File: config.mk
export PLATFORM = sky130hd
export DESIGN_NAME = seg7_scan_mux
export DESIGN_NICKNAME = d
export VERILOG_FILES = /design/src/rtl/seg7_scan_mux.sv
export SDC_FILE = /design/constraint.sdc
export NUM_CORES = 1
export LEC_CHECK = 0
export BUFFER_PORTS_ARGS = -buffer_cell sky130_fd_sc_hd__buf_2
export CAP_MARGIN = 5
export CORE_MARGIN = 2
export CORE_UTILIZATION = 25
export CTS_CLUSTER_SIZE = 8
export DETAILED_ROUTE_END_ITERATION = 16
export PLACE_DENSITY = 0.49
export SYNTH_ARGS = -nofsm -noshare
export SYNTH_HDL_FRONTEND = slang
export SYNTH_SLANG_ARGS = --single-unit
File: constraint.sdc
create_clock -name clk_in -period 4.14 [get_ports clk_in]
set_clock_uncertainty 0.2 [all_clocks]
set_input_delay 0.414 -clock clk_in [delete_from_list [all_inputs] [get_ports clk_in]]
set_output_delay 0.414 -clock clk_in [all_outputs]
set_load 0.01 [all_outputs]
File: src/rtl/seg7_scan_mux.sv
// seg7_scan_mux
//   Multiplexed N-digit seven-segment driver. The divider's segment-rate square
//   wave is edge-detected in the clk_in domain and used as a scan strobe, so
//   everything runs on clk_in. Display data is double-buffered: a load lands in
//   a shadow register and is promoted to the active register only on a frame
//   wrap (digit N-1 -> 0), so a frame never shows a mix of old and new digits.
//
// Optional feature: define SEG7_BLINK_EN to add blink_in / blink_mask. While
//   blink_in=1, a selected digit whose mask bit is set has its enable forced off.
//
// Ports
//   clk_in      system clock
//   reset       async active-low reset
//   scan_in     scan strobe level (sync to clk_in); one advance per rising edge
//   data_in     hex nibbles, nibble i -> digit i
//   dp_in       decimal point per digit, 1 = lit
//   load        capture data_in/dp_in into the shadow
//   blink_in    (SEG7_BLINK_EN) blink phase
//   blink_mask  (SEG7_BLINK_EN) digits that blink
//   load_ack    one-cycle pulse when new data reaches the active register
//   pending     shadow holds data not yet displayed
//   digit_idx   currently selected digit
//   an_out      one-hot digit enable (polarity per AN_ACTIVE_LOW)
//   seg_out     segments, bit0=a .. bit6=g (polarity per SEG_ACTIVE_LOW)
//   dp_out      decimal point of the selected digit (polarity per SEG_ACTIVE_LOW)
module seg7_scan_mux #(
  parameter int N_DIGITS       = 4,
  parameter int SEG_ACTIVE_LOW = 1,
  parameter int AN_ACTIVE_LOW  = 1
) (
  input  logic                  clk_in,
  input  logic                  reset,
  input  logic                  scan_in,
  input  logic [4*N_DIGITS-1:0] data_in,
  input  logic [N_DIGITS-1:0]   dp_in,
  input  logic                  load,
`ifdef SEG7_BLINK_EN
  input  logic                  blink_in,
  input  logic [N_DIGITS-1:0]   blink_mask,
`endif
  output logic                  load_ack,
  output logic                  pending,
  output logic [2:0]            digit_idx,
  output logic [N_DIGITS-1:0]   an_out,
  output logic [6:0]            seg_out,
  output logic                  dp_out
);

  localparam logic [2:0]          LAST    = 3'(N_DIGITS - 1);
  localparam logic                SEG_INV = (SEG_ACTIVE_LOW != 0);
  localparam logic                AN_INV  = (AN_ACTIVE_LOW != 0);
  localparam logic [6:0]          SEG_OFF = {7{SEG_INV}};
  localparam logic [N_DIGITS-1:0] AN_OFF  = {N_DIGITS{AN_INV}};

  // active-high segment patterns, g..a
  function automatic logic [6:0] hex7(input logic [3:0] h);
    case (h)
      4'h0: hex7 = 7'h3F;  4'h1: hex7 = 7'h06;
      4'h2: hex7 = 7'h5B;  4'h3: hex7 = 7'h4F;
      4'h4: hex7 = 7'h66;  4'h5: hex7 = 7'h6D;
      4'h6: hex7 = 7'h7D;  4'h7: hex7 = 7'h07;
      4'h8: hex7 = 7'h7F;  4'h9: hex7 = 7'h6F;
      4'hA: hex7 = 7'h77;  4'hB: hex7 = 7'h7C;
      4'hC: hex7 = 7'h39;  4'hD: hex7 = 7'h5E;
      4'hE: hex7 = 7'h79;  default: hex7 = 7'h71;
    endcase
  endfunction

  logic                  scan_q, running_q, running_d;
  logic [2:0]            digit_q, digit_d;
  logic [4*N_DIGITS-1:0] act_data_q, act_data_d, sh_data_q, sh_data_d;
  logic [N_DIGITS-1:0]   act_dp_q, act_dp_d, sh_dp_q, sh_dp_d;
  logic                  pend_q, pend_d, ack_q, ack_d;
  logic [N_DIGITS-1:0]   an_q, an_d;
  logic [6:0]            seg_q, seg_d;
  logic                  dp_q, dp_d;
  logic                  tick, wrap;

  assign tick = scan_in & ~scan_q;
  assign wrap = tick & (digit_q == LAST);

  always_ff @(posedge clk_in or negedge reset) begin
    if (!reset) begin
      scan_q     <= 1'b0;
      running_q  <= 1'b0;
      digit_q    <= LAST;
      act_data_q <= '0;
      act_dp_q   <= '0;
      sh_data_q  <= '0;
      sh_dp_q    <= '0;
      pend_q     <= 1'b0;
      ack_q      <= 1'b0;
      an_q       <= AN_OFF;
      seg_q      <= SEG_OFF;
      dp_q       <= SEG_INV;
    end else begin
      scan_q     <= scan_in;
      running_q  <= running_d;
      digit_q    <= digit_d;
      act_data_q <= act_data_d;
      act_dp_q   <= act_dp_d;
      sh_data_q  <= sh_data_d;
      sh_dp_q    <= sh_dp_d;
      pend_q     <= pend_d;
      ack_q      <= ack_d;
      an_q       <= an_d;
      seg_q      <= seg_d;
      dp_q       <= dp_d;
    end
  end

  // scan position and double-buffer control
  always_comb begin
    running_d  = running_q | tick;
    digit_d    = digit_q;
    act_data_d = act_data_q;
    act_dp_d   = act_dp_q;
    sh_data_d  = sh_data_q;
    sh_dp_d    = sh_dp_q;
    pend_d     = pend_q;
    ack_d      = wrap & (load | pend_q);
    if (tick) digit_d = wrap ? 3'd0 : digit_q + 3'd1;
    if (wrap && load) begin
      // load coinciding with the wrap bypasses the shadow; stale shadow is dropped
      act_data_d = data_in;
      act_dp_d   = dp_in;
      pend_d     = 1'b0;
    end else if (wrap && pend_q) begin
      act_data_d = sh_data_q;
      act_dp_d   = sh_dp_q;
      pend_d     = 1'b0;
    end else if (load) begin
      sh_data_d = data_in;
      sh_dp_d   = dp_in;
      pend_d    = 1'b1;
    end
  end

  // display decode from current state; registered, so it trails digit_idx by one clock
  always_comb begin
    logic [3:0]          nib;
    logic                dp_sel;
    logic [N_DIGITS-1:0] hot;
    nib    = '0;
    dp_sel = 1'b0;
    hot    = '0;
    for (int i = 0; i < N_DIGITS; i++) begin
      if (digit_q == 3'(i)) begin
        nib    = act_data_q[4*i +: 4];
        dp_sel = act_dp_q[i];
        hot[i] = 1'b1;
`ifdef SEG7_BLINK_EN
        if (blink_in && blink_mask[i]) hot[i] = 1'b0;
`endif
      end
    end
    if (running_q) begin
      an_d  = hot ^ AN_OFF;
      seg_d = hex7(nib) ^ SEG_OFF;
      dp_d  = dp_sel ^ SEG_INV;
    end else begin
      an_d  = AN_OFF;
      seg_d = SEG_OFF;
      dp_d  = SEG_INV;
    end
  end

  assign load_ack  = ack_q;
  assign pending   = pend_q;
  assign digit_idx = digit_q;
  assign an_out    = an_q;
  assign seg_out   = seg_q;
  assign dp_out    = dp_q;

endmodule

==> qor.log, run 1 <==
qor: detailed_routing.drtIter0Drc 72
qor: die.rows 39
qor: detailed_routing.wl_per_cell 14.8 um
qor: run_status.status complete, no violations
qor: cells_and_area.n_fill_cell 1166
qor: cells_and_area.syn_to_final_growth 20.9%
qor: setup_path.path_max_fanout 17
qor: global_routing.grt_pass1_wl 11.2 mm
qor: power_and_ir_drop.power.share.switching 34.2%
qor: cells_and_area.layout.nets 341
qor: power_and_ir_drop.comb_power_share 34.2%
qor: logic_synthesis.synth.largest_area_cell sky130_fd_sc_hd__dfrtp_1
qor: detailed_routing.route.vias.total 2084
qor: setup_path.critical-path-top-delay-family simple AND/OR/NAND/NOR gates
qor: clocking.post_cts_gate_resize_count 0
qor: placement.place.gp.congestion 0.787
qor: logic_synthesis.yosys.cell_count.top_type sky130_fd_sc_hd__dfrtp_1
qor: logic_synthesis.synthCells 269
qor: clocking.path_clk_slew 0.05 ns
qor: setup_path.cp.buffers_inverters 1
qor: global_routing.first_global_vias 2094
qor: die.die_y 112 um
qor: logic_synthesis.synth_commonest_cells sky130_fd_sc_hd__dfrtp_1, sky130_fd_sc_hd__nand2_1, sky130_fd_sc_hd__mux2_1
qor: logic_synthesis.synth-seq-cells 59
qor: sta.tightestPinTransition 0.877 ns
qor: setup_path.crit_path_top_delay_cell sky130_fd_sc_hd__dfstp_2
qor: die.floorplan.die.width 112 um
qor: logic_synthesis.yosys.area.top_type_share 38.9%
qor: sta.max_freq 0.334 GHz
qor: detailed_routing.drtAntennaViolNets 0
qor: sta.final_critical_path_setup_slack 1.15 ns
qor: placement.placed_cell_area 0.00320 mm^2
qor: logic_synthesis.synth_async_sr_flop_share 100%
qor: clocking.h-tree-depth 3
qor: power_and_ir_drop.vdd_ir_drop_max 302 uV
qor: die.die_area 0.0125 mm^2
qor: cells_and_area.final_cell_area 0.00350 mm^2
qor: sta.setup_total_negative_slack 0 ns
qor: run.timing.max_cap.violations 0
qor: power_and_ir_drop.leakage 0.00154 uW
qor: logic_synthesis.synth.yosys.seq_area_share 51.6%
qor: detailed_routing.remaining_drc_errors 0
qor: placement.io_buffers 40
qor: setup_path.timing.critical_path.cells ha_1, nor2b_2, nand2_1, nand2_1, buf_4, mux2_1
qor: cells_and_area.share_of_layout_cells_above_drive_strength_1 26.0%
qor: sta.maxSlewViolCount 0
qor: logic_synthesis.synth.avg_cell_area 10.8 um^2
qor: min_path.hold_class input pin to flip-flop
qor: power_and_ir_drop.p_int 1640 uW
qor: power_and_ir_drop.total_switching_power 856 uW
qor: detailed_routing.detail_route.vias_per_cell 4.58
qor: logic_synthesis.synth.distinct_cells 43
qor: logic_synthesis.synth.net_count 303
qor: die.initial_utilization 25.5%
qor: clocking.cts_root_buffer sky130_fd_sc_hd__clkbuf_16
qor: logic_synthesis.ys.flop_type sky130_fd_sc_hd__dfrtp_1
qor: sta.setup_viol 0
qor: clocking.cts_buffers 9
qor: sta.rsz_0062_raised_after_global_routing false
qor: sta.min_period 2.99 ns
qor: detailed_routing.detail_route.wirelength 6.75 mm
qor: placement.dp_hpwl 4.86 mm
qor: setup_path.timing.critical_path.mode_cell sky130_fd_sc_hd__nand2_1
qor: logic_synthesis.mappedNetlistArea 0.00290 mm^2
qor: global_routing.total_grt_overflow 0
qor: clocking.cts.sinks 59
qor: clocking.clock_latency 0.32 ns
qor: placement.dp_slack 1.16 ns
qor: setup_path.worst_path_largest_cell_delay 0.55 ns
qor: logic_synthesis.synthesis.yosys.warnings 0
qor: power_and_ir_drop.clkPwrFrac 29.3%
qor: global_routing.grt_usage 11.4%
qor: clocking.post-cts-setup-buffers 0
qor: power_and_ir_drop.power.density 714 mW/mm^2
qor: setup_path.crit_type flip-flop to flip-flop
qor: logic_synthesis.synth_enable_flop_cells 0
qor: sta.maxSlewHeadroom 41.5%
qor: detailed_routing.drtPass1Iterations 4
qor: setup_path.critPathCaptureType flip-flop
qor: power_and_ir_drop.fin_total_pwr 2500 uW
qor: sta.finalHoldViolations 0
qor: setup_path.crit_arrival 3.00 ns
qor: global_routing.antenna_violations_before_repair 0
qor: sta.portion_of_the_clock_cycle_consumed_by_the_worst_path_in_the_final_layout 72.3%
qor: clocking.clock_tree.buffer_depth 2
qor: cells_and_area.antenna_cells_inserted 0
qor: die.floorplan.core_area 0.0114 mm^2
qor: global_routing.largest_net_degree_at_the_start_of_global_routing 36
qor: clocking.tritoncts done
qor: logic_synthesis.synth.top_cells.by_area sky130_fd_sc_hd__dfrtp_1, sky130_fd_sc_hd__dfstp_2, sky130_fd_sc_hd__mux2_1
qor: die.boundaryPins 41
qor: cells_and_area.layout.core_utilization 30.8%
qor: power_and_ir_drop.proportion_of_power_drawn_by_flip_flops_and_latches 36.6%
qor: setup_path.crit_path_start_kind flip-flop
qor: setup_path.critical_path_required 4.15 ns
## cells in the final DEF, fill, tap and decap left out, types with 5 or more instances in the layout
cell / Yosys / final
sky130_fd_sc_hd__a21oi_1: 8 / 8
sky130_fd_sc_hd__a31oi_1: 19 / 19
sky130_fd_sc_hd__and2_1: 18 / 18
sky130_fd_sc_hd__buf_2: 1 / 40
sky130_fd_sc_hd__clkbuf_16: 0 / 9
sky130_fd_sc_hd__dfrtp_1: 45 / 45
sky130_fd_sc_hd__dfstp_2: 14 / 14
sky130_fd_sc_hd__ha_1: 10 / 10
sky130_fd_sc_hd__inv_1: 7 / 7
sky130_fd_sc_hd__mux2_1: 20 / 20
sky130_fd_sc_hd__mux2i_1: 5 / 5
sky130_fd_sc_hd__nand2_1: 34 / 34
sky130_fd_sc_hd__nor2_1: 6 / 6
sky130_fd_sc_hd__o21ai_1: 19 / 19
sky130_fd_sc_hd__o22ai_1: 7 / 7
## worst paths after layout
check                      cells past startpoint  slack [ns]        endpoint           start
setup reg to reg                               6        1.15   sh_data_q[10]    digit_idx[0]
hold / removal                                 1        0.02          scan_q         scan_in
hold reg to reg                                2        0.28  act_data_q[11]  act_data_q[11]
max in group asynchronous                      3        2.41    digit_idx[1]           reset
min in group asynchronous                      2        0.44   act_data_q[1]           reset
setup / recovery                               6        1.15   sh_data_q[10]    digit_idx[0]
## flip-flops by register name, indices dropped and copies added (netlist names)
signal and cells:
dp_out 1, scan_q 1, seg_out 7, act_data_q 16, running_q 1, pending 1, digit_idx 3, sh_data_q 16
sh_dp_q 4, act_dp_q 4, an_out 4, load_ack 1
## per-layer routing
layer	global-route usage (%)	vias up	part of all wire (%)
met5	0	-	0
met4	4.69	0	2.2
met3	3.48	11	4.2
met2	16.2	44	43
met1	16.0	1005	51
li1	-	1024	-
## worst reg2reg max path, stage by stage, from the launching register on
cell	delay [ns]
sky130_fd_sc_hd__dfstp_2	0.55
sky130_fd_sc_hd__ha_1	0.35
sky130_fd_sc_hd__nor2b_2	0.30
sky130_fd_sc_hd__nand2_1	0.37
sky130_fd_sc_hd__nand2_1	0.45
sky130_fd_sc_hd__buf_4	0.31
sky130_fd_sc_hd__mux2_1	0.35
## cells by family (layout without fill, tap and decap cells)
group | after synthesis | in the layout | share of synthesized area [%]
flops | 59 | 59 | 51.6
mux | 26 | 26 | 9.89
compound gates | 71 | 71 | 16.1
fa+ha+maj | 10 | 10 | 4.32
buf+inv | 24 | 67 | 4.32
simple gates | 79 | 79 | 13.8
## final cells by class
class / count / area (um^2) / share of cell area (%)
clock buffers: 11 / 243 / 6.93
clock inverters: 5 / 52.6 / 1.50
inverters: 8 / 30.0 / 0.857
multi-input cells: 186 / 1280 / 36.5
flip-flops and latches: 59 / 1490 / 42.7
well taps: 143 / 179 / 5.11
repair buffers: 43 / 225 / 6.43
## through the flow
stage	cells	hold WS [ns]
3_3_place_gp	438	0.256
3_5_place_dp	438	0.261
4_1_cts	455	0.0199
5_1_grt	455	0.0178
2_1_floorplan	269	-0.0816
6_report	455	0.0232
## power groups by stage
stage	registers [uW]	clock network (uW)	logic [uW]
final	914	732	854
after global routing	938	783	964
after CTS	915	754	865
after detailed placement	924	0	861
after global placement	922	0	849
after floorplan	908	0	669
## repair_timing
action                     CTS  global route
setup endpoints to repair    0             0
hold buffers                 1             0
hold endpoints to repair    13             0
Power figures use the tool's default switching activity.
==> run 2, diff against run 1 <==
--- a/config.mk
+++ b/config.mk
@@ -5,6 +5,7 @@
 export SDC_FILE = /design/constraint.sdc
 export NUM_CORES = 1
 export LEC_CHECK = 0
+export ABC_AREA = 1
 export BUFFER_PORTS_ARGS = -buffer_cell sky130_fd_sc_hd__buf_2
 export CAP_MARGIN = 5
 export CORE_MARGIN = 2
==> constraint.sdc (replaced) <==
create_clock -name clk_in -period 3.1 [get_ports clk_in]
set_clock_uncertainty 0.2 [all_clocks]
set_input_delay 0.31 -clock clk_in [delete_from_list [all_inputs] [get_ports clk_in]]
set_output_delay 0.31 -clock clk_in [all_outputs]
set_load 0.01 [all_outputs]
==> qor.log, run 2 <==
qor: run_status.status complete, no violations
qor: die.die_y 112 um
qor: setup_path.critical_path_required 3.16 ns
qor: logic_synthesis.synth_compound_area_share 12.2%
qor: cells_and_area.share_of_layout_cells_above_drive_strength_1 21.1%
qor: cells_and_area.syn_to_final_growth 22.4%
qor: logic_synthesis.synth.net_count 403
qor: global_routing.grt_pass1_wl 11.3 mm
qor: die.rows 39
qor: sta.portion_of_the_clock_cycle_consumed_by_the_worst_path_in_the_final_layout 80.7%
qor: min_path.hold_path_end sh_dp_q[2]
qor: detailed_routing.remaining_drc_errors 0
qor: setup_path.cp.buffers_inverters 3
qor: die.boundaryPins 41
qor: cells_and_area.ff_latch_area 0.00149 mm^2
qor: power_and_ir_drop.power.density 959 mW/mm^2
qor: detailed_routing.drtPass1Iterations 4
qor: logic_synthesis.yosys.cell_count.top_type sky130_fd_sc_hd__nand2_1
qor: sta.setup_total_negative_slack 0 ns
qor: sta.min_period 2.50 ns
qor: detailed_routing.drtAntennaViolNets 0
qor: logic_synthesis.synth_simple_gate_area_share 23.2%
qor: die.die_area 0.0126 mm^2
qor: cells_and_area.final_cell_mix sky130_fd_sc_hd__nand2_1, sky130_fd_sc_hd__o21ai_0, sky130_fd_sc_hd__inv_1
qor: sta.maxSlewViolCount 0
qor: clocking.h-tree-depth 3
qor: logic_synthesis.yosys.area.top_type_share 38.3%
qor: placement.place.gp.congestion 0.852
qor: cells_and_area.antenna_cells_inserted 0
qor: power_and_ir_drop.vdd_ir_drop_max 351 uV
qor: setup_path.timing.critical_path.cells ha_1, inv_1, nor2_1, nand2_1, nand3_1, nand2_1, nand2_1, inv_1, ha_1, inv_1, nand2_1, nand2_1, nand2_1, nand2_1
qor: clocking.post_cts_gate_resize_count 0
qor: min_path.holdCritStartpoint dp_in[2]
qor: sta.setup_viol 0
qor: clocking.clock_tree.buffer_depth 2
qor: logic_synthesis.synth_async_sr_flop_share 100%
qor: global_routing.grt_usage 11.1%
qor: setup_path.crit-reg2reg-capture seg_out[1]
qor: sta.tightestPinTransition 0.731 ns
qor: sta.finalHoldViolations 0
qor: die.initial_utilization 25.7%
qor: logic_synthesis.synth.top_cells.by_area sky130_fd_sc_hd__dfrtp_1, sky130_fd_sc_hd__nand2_1, sky130_fd_sc_hd__dfstp_2
qor: detailed_routing.wl_per_cell 11.5 um
qor: clocking.path_clk_slew 0.06 ns
qor: placement.io_buffers 40
qor: cells_and_area.multiInputGateArea 0.00116 mm^2
qor: clocking.cts_root_buffer sky130_fd_sc_hd__clkbuf_16
qor: detailed_routing.detail_route.vias_per_cell 4.20
qor: setup_path.timing.critical_path.mode_cell sky130_fd_sc_hd__nand2_1
qor: power_and_ir_drop.fin_total_pwr 3450 uW
qor: detailed_routing.route.met2.wl 2.72 mm
qor: logic_synthesis.synthesis.yosys.warnings 0
qor: setup_path.crit_path_top_delay_cell sky130_fd_sc_hd__dfstp_2
qor: global_routing.antenna_violations_before_repair 0
qor: setup_path.critPathCaptureType flip-flop
qor: die.floorplan.die.width 112 um
qor: setup_path.critical-path-top-delay-family simple AND/OR/NAND/NOR gates
qor: detailed_routing.detail_route.wirelength 6.43 mm
qor: global_routing.total_grt_overflow 0
qor: global_routing.first_global_vias 2331
qor: setup_path.rr_startpoint digit_idx[0]
qor: logic_synthesis.synth-seq-cells 59
qor: logic_synthesis.synth.distinct_cells 25
qor: setup_path.path_max_fanout 6
qor: die.floorplan.core_area 0.0114 mm^2
qor: setup_path.regToRegSetupSlack 0.60 ns
qor: logic_synthesis.synth_commonest_cells sky130_fd_sc_hd__nand2_1, sky130_fd_sc_hd__o21ai_0, sky130_fd_sc_hd__inv_1
qor: clocking.clock_latency 0.33 ns
qor: detailed_routing.highest_layer met4
qor: logic_synthesis.synthCells 369
qor: logic_synthesis.synth.avg_cell_area 7.96 um^2
qor: sta.max_freq 0.400 GHz
qor: logic_synthesis.synth_adder_area_share 4.26%
qor: power_and_ir_drop.leakage 0.00187 uW
qor: placement.dp_hpwl 4.60 mm
qor: logic_synthesis.synth_top_family_by_area simple AND/OR/NAND/NOR gates
qor: min_path.hold_class input pin to flip-flop
qor: setup_path.r2r.worst_path.cells 14
qor: cells_and_area.leading_cell_type_in_the_layout_fill_and_taps_excluded sky130_fd_sc_hd__nand2_1
qor: cells_and_area.layout.nets 447
qor: setup_path.worst_path_largest_cell_delay 0.56 ns
qor: clocking.cts_buffers 9
qor: setup_path.crit_type flip-flop to flip-flop
qor: logic_synthesis.ys.flop_type sky130_fd_sc_hd__dfrtp_1
qor: setup_path.crit_arrival 2.56 ns
qor: logic_synthesis.mappedNetlistArea 0.00294 mm^2
qor: detailed_routing.route.vias.total 2359
qor: sta.rsz_0062_raised_after_global_routing false
qor: detailed_routing.route.layer.met1.wl 3.32 mm
qor: clocking.post-cts-setup-buffers 0
qor: sta.maxSlewHeadroom 51.2%
qor: clocking.tritoncts done
qor: clocking.cts_hold_buffers 2
qor: detailed_routing.drtIter0Drc 114
qor: logic_synthesis.synth.largest_area_cell sky130_fd_sc_hd__dfrtp_1
qor: min_path.min_delay_path_depth 3
qor: logic_synthesis.xor_xnor_portion_of_the_synthesized_cell_area 0%
qor: clocking.cts.sinks 59
qor: logic_synthesis.synth_enable_flop_cells 0
qor: global_routing.largest_net_degree_at_the_start_of_global_routing 41
qor: logic_synthesis.synth.yosys.seq_area_share 50.9%
qor: run.timing.max_cap.violations 0
qor: cells_and_area.n_fill_cell 1263
qor: logic_synthesis.synth.area.mux_share 0%
qor: setup_path.crit_path_start_kind flip-flop
qor: detailed_routing.route.met3.wl 289 um
## run 2: cell type report
type                    count  area share [%]
repair buffers             46            6.96
well taps                 143            4.98
clock buffers              12            6.86
clock inverters             4            1.39
flip-flops and latches     59            41.6
multi-input cells         241            32.4
inverters                  56            5.85
## run 2: cell families (layout without fill, tap and decap cells)
family                   after synthesis  in the layout
AND/OR/NAND/NOR                      166            166
adder cells (fa/ha/maj)               10             10
AO/OA/AOI/OAI                         65             65
buffers and inverters                 69            118
flip-flops                            59             59
## run 2: worst register-to-register path, stage by stage, from the launching register on
cell                      delay [ns]
sky130_fd_sc_hd__dfstp_2        0.56
sky130_fd_sc_hd__ha_1           0.26
sky130_fd_sc_hd__inv_1          0.10
sky130_fd_sc_hd__nor2_1         0.23
sky130_fd_sc_hd__nand2_1        0.08
sky130_fd_sc_hd__nand3_1        0.08
sky130_fd_sc_hd__nand2_1        0.05
sky130_fd_sc_hd__nand2_1        0.16
sky130_fd_sc_hd__inv_1          0.12
sky130_fd_sc_hd__ha_1           0.28
sky130_fd_sc_hd__inv_1          0.05
sky130_fd_sc_hd__nand2_1        0.06
sky130_fd_sc_hd__nand2_1        0.08
sky130_fd_sc_hd__nand2_1        0.05
sky130_fd_sc_hd__nand2_1        0.06
## run 2: how the worst max path moves through the flow
stage / cells past startpoint / end / startpoint / slack, ns
global route: 14 / seg_out[1] / digit_idx[0] / 0.40
floorplan: 13 / seg_out[3] / digit_idx[0] / 0.86
global placement: 9 / act_data_q[4] / digit_idx[0] / 0.73
CTS: 13 / seg_out[3] / digit_idx[0] / 0.61
finish: 14 / seg_out[1] / digit_idx[0] / 0.60
detailed placement: 13 / seg_out[3] / digit_idx[0] / 0.64
## run 2: power by group
part,internal [uW],switching (uW)
combinational,452,826
sequential,1080,99.1
clock,642,346
total,2180,1270
## run 2: metal layers
metal | global-route usage [%] | vias to the layer above
met4 | 4.15 | 0
met3 | 2.86 | 12
met2 | 15.9 | 52
met5 | 0 | -
met1 | 16.0 | 1066
li1 | - | 1229
## run 2: stage by stage
| step | instances | hold WS (ns) | area [um^2] | utilization (%) | setup slack [ns] |
|---|---|---|---|---|---|
| finish | 561 | 0.0552 | 3590 | 31.5 | 0.597 |
| global route | 561 | 0.0739 | 3590 | 31.5 | 0.404 |
| CTS | 561 | 0.0485 | 3590 | 31.5 | 0.613 |
| detailed placement | 543 | 0.224 | 3280 | 28.7 | 0.640 |
| global placement | 543 | 0.217 | 3280 | 28.7 | 0.732 |
| floorplan | 369 | -0.186 | 2940 | - | 0.856 |
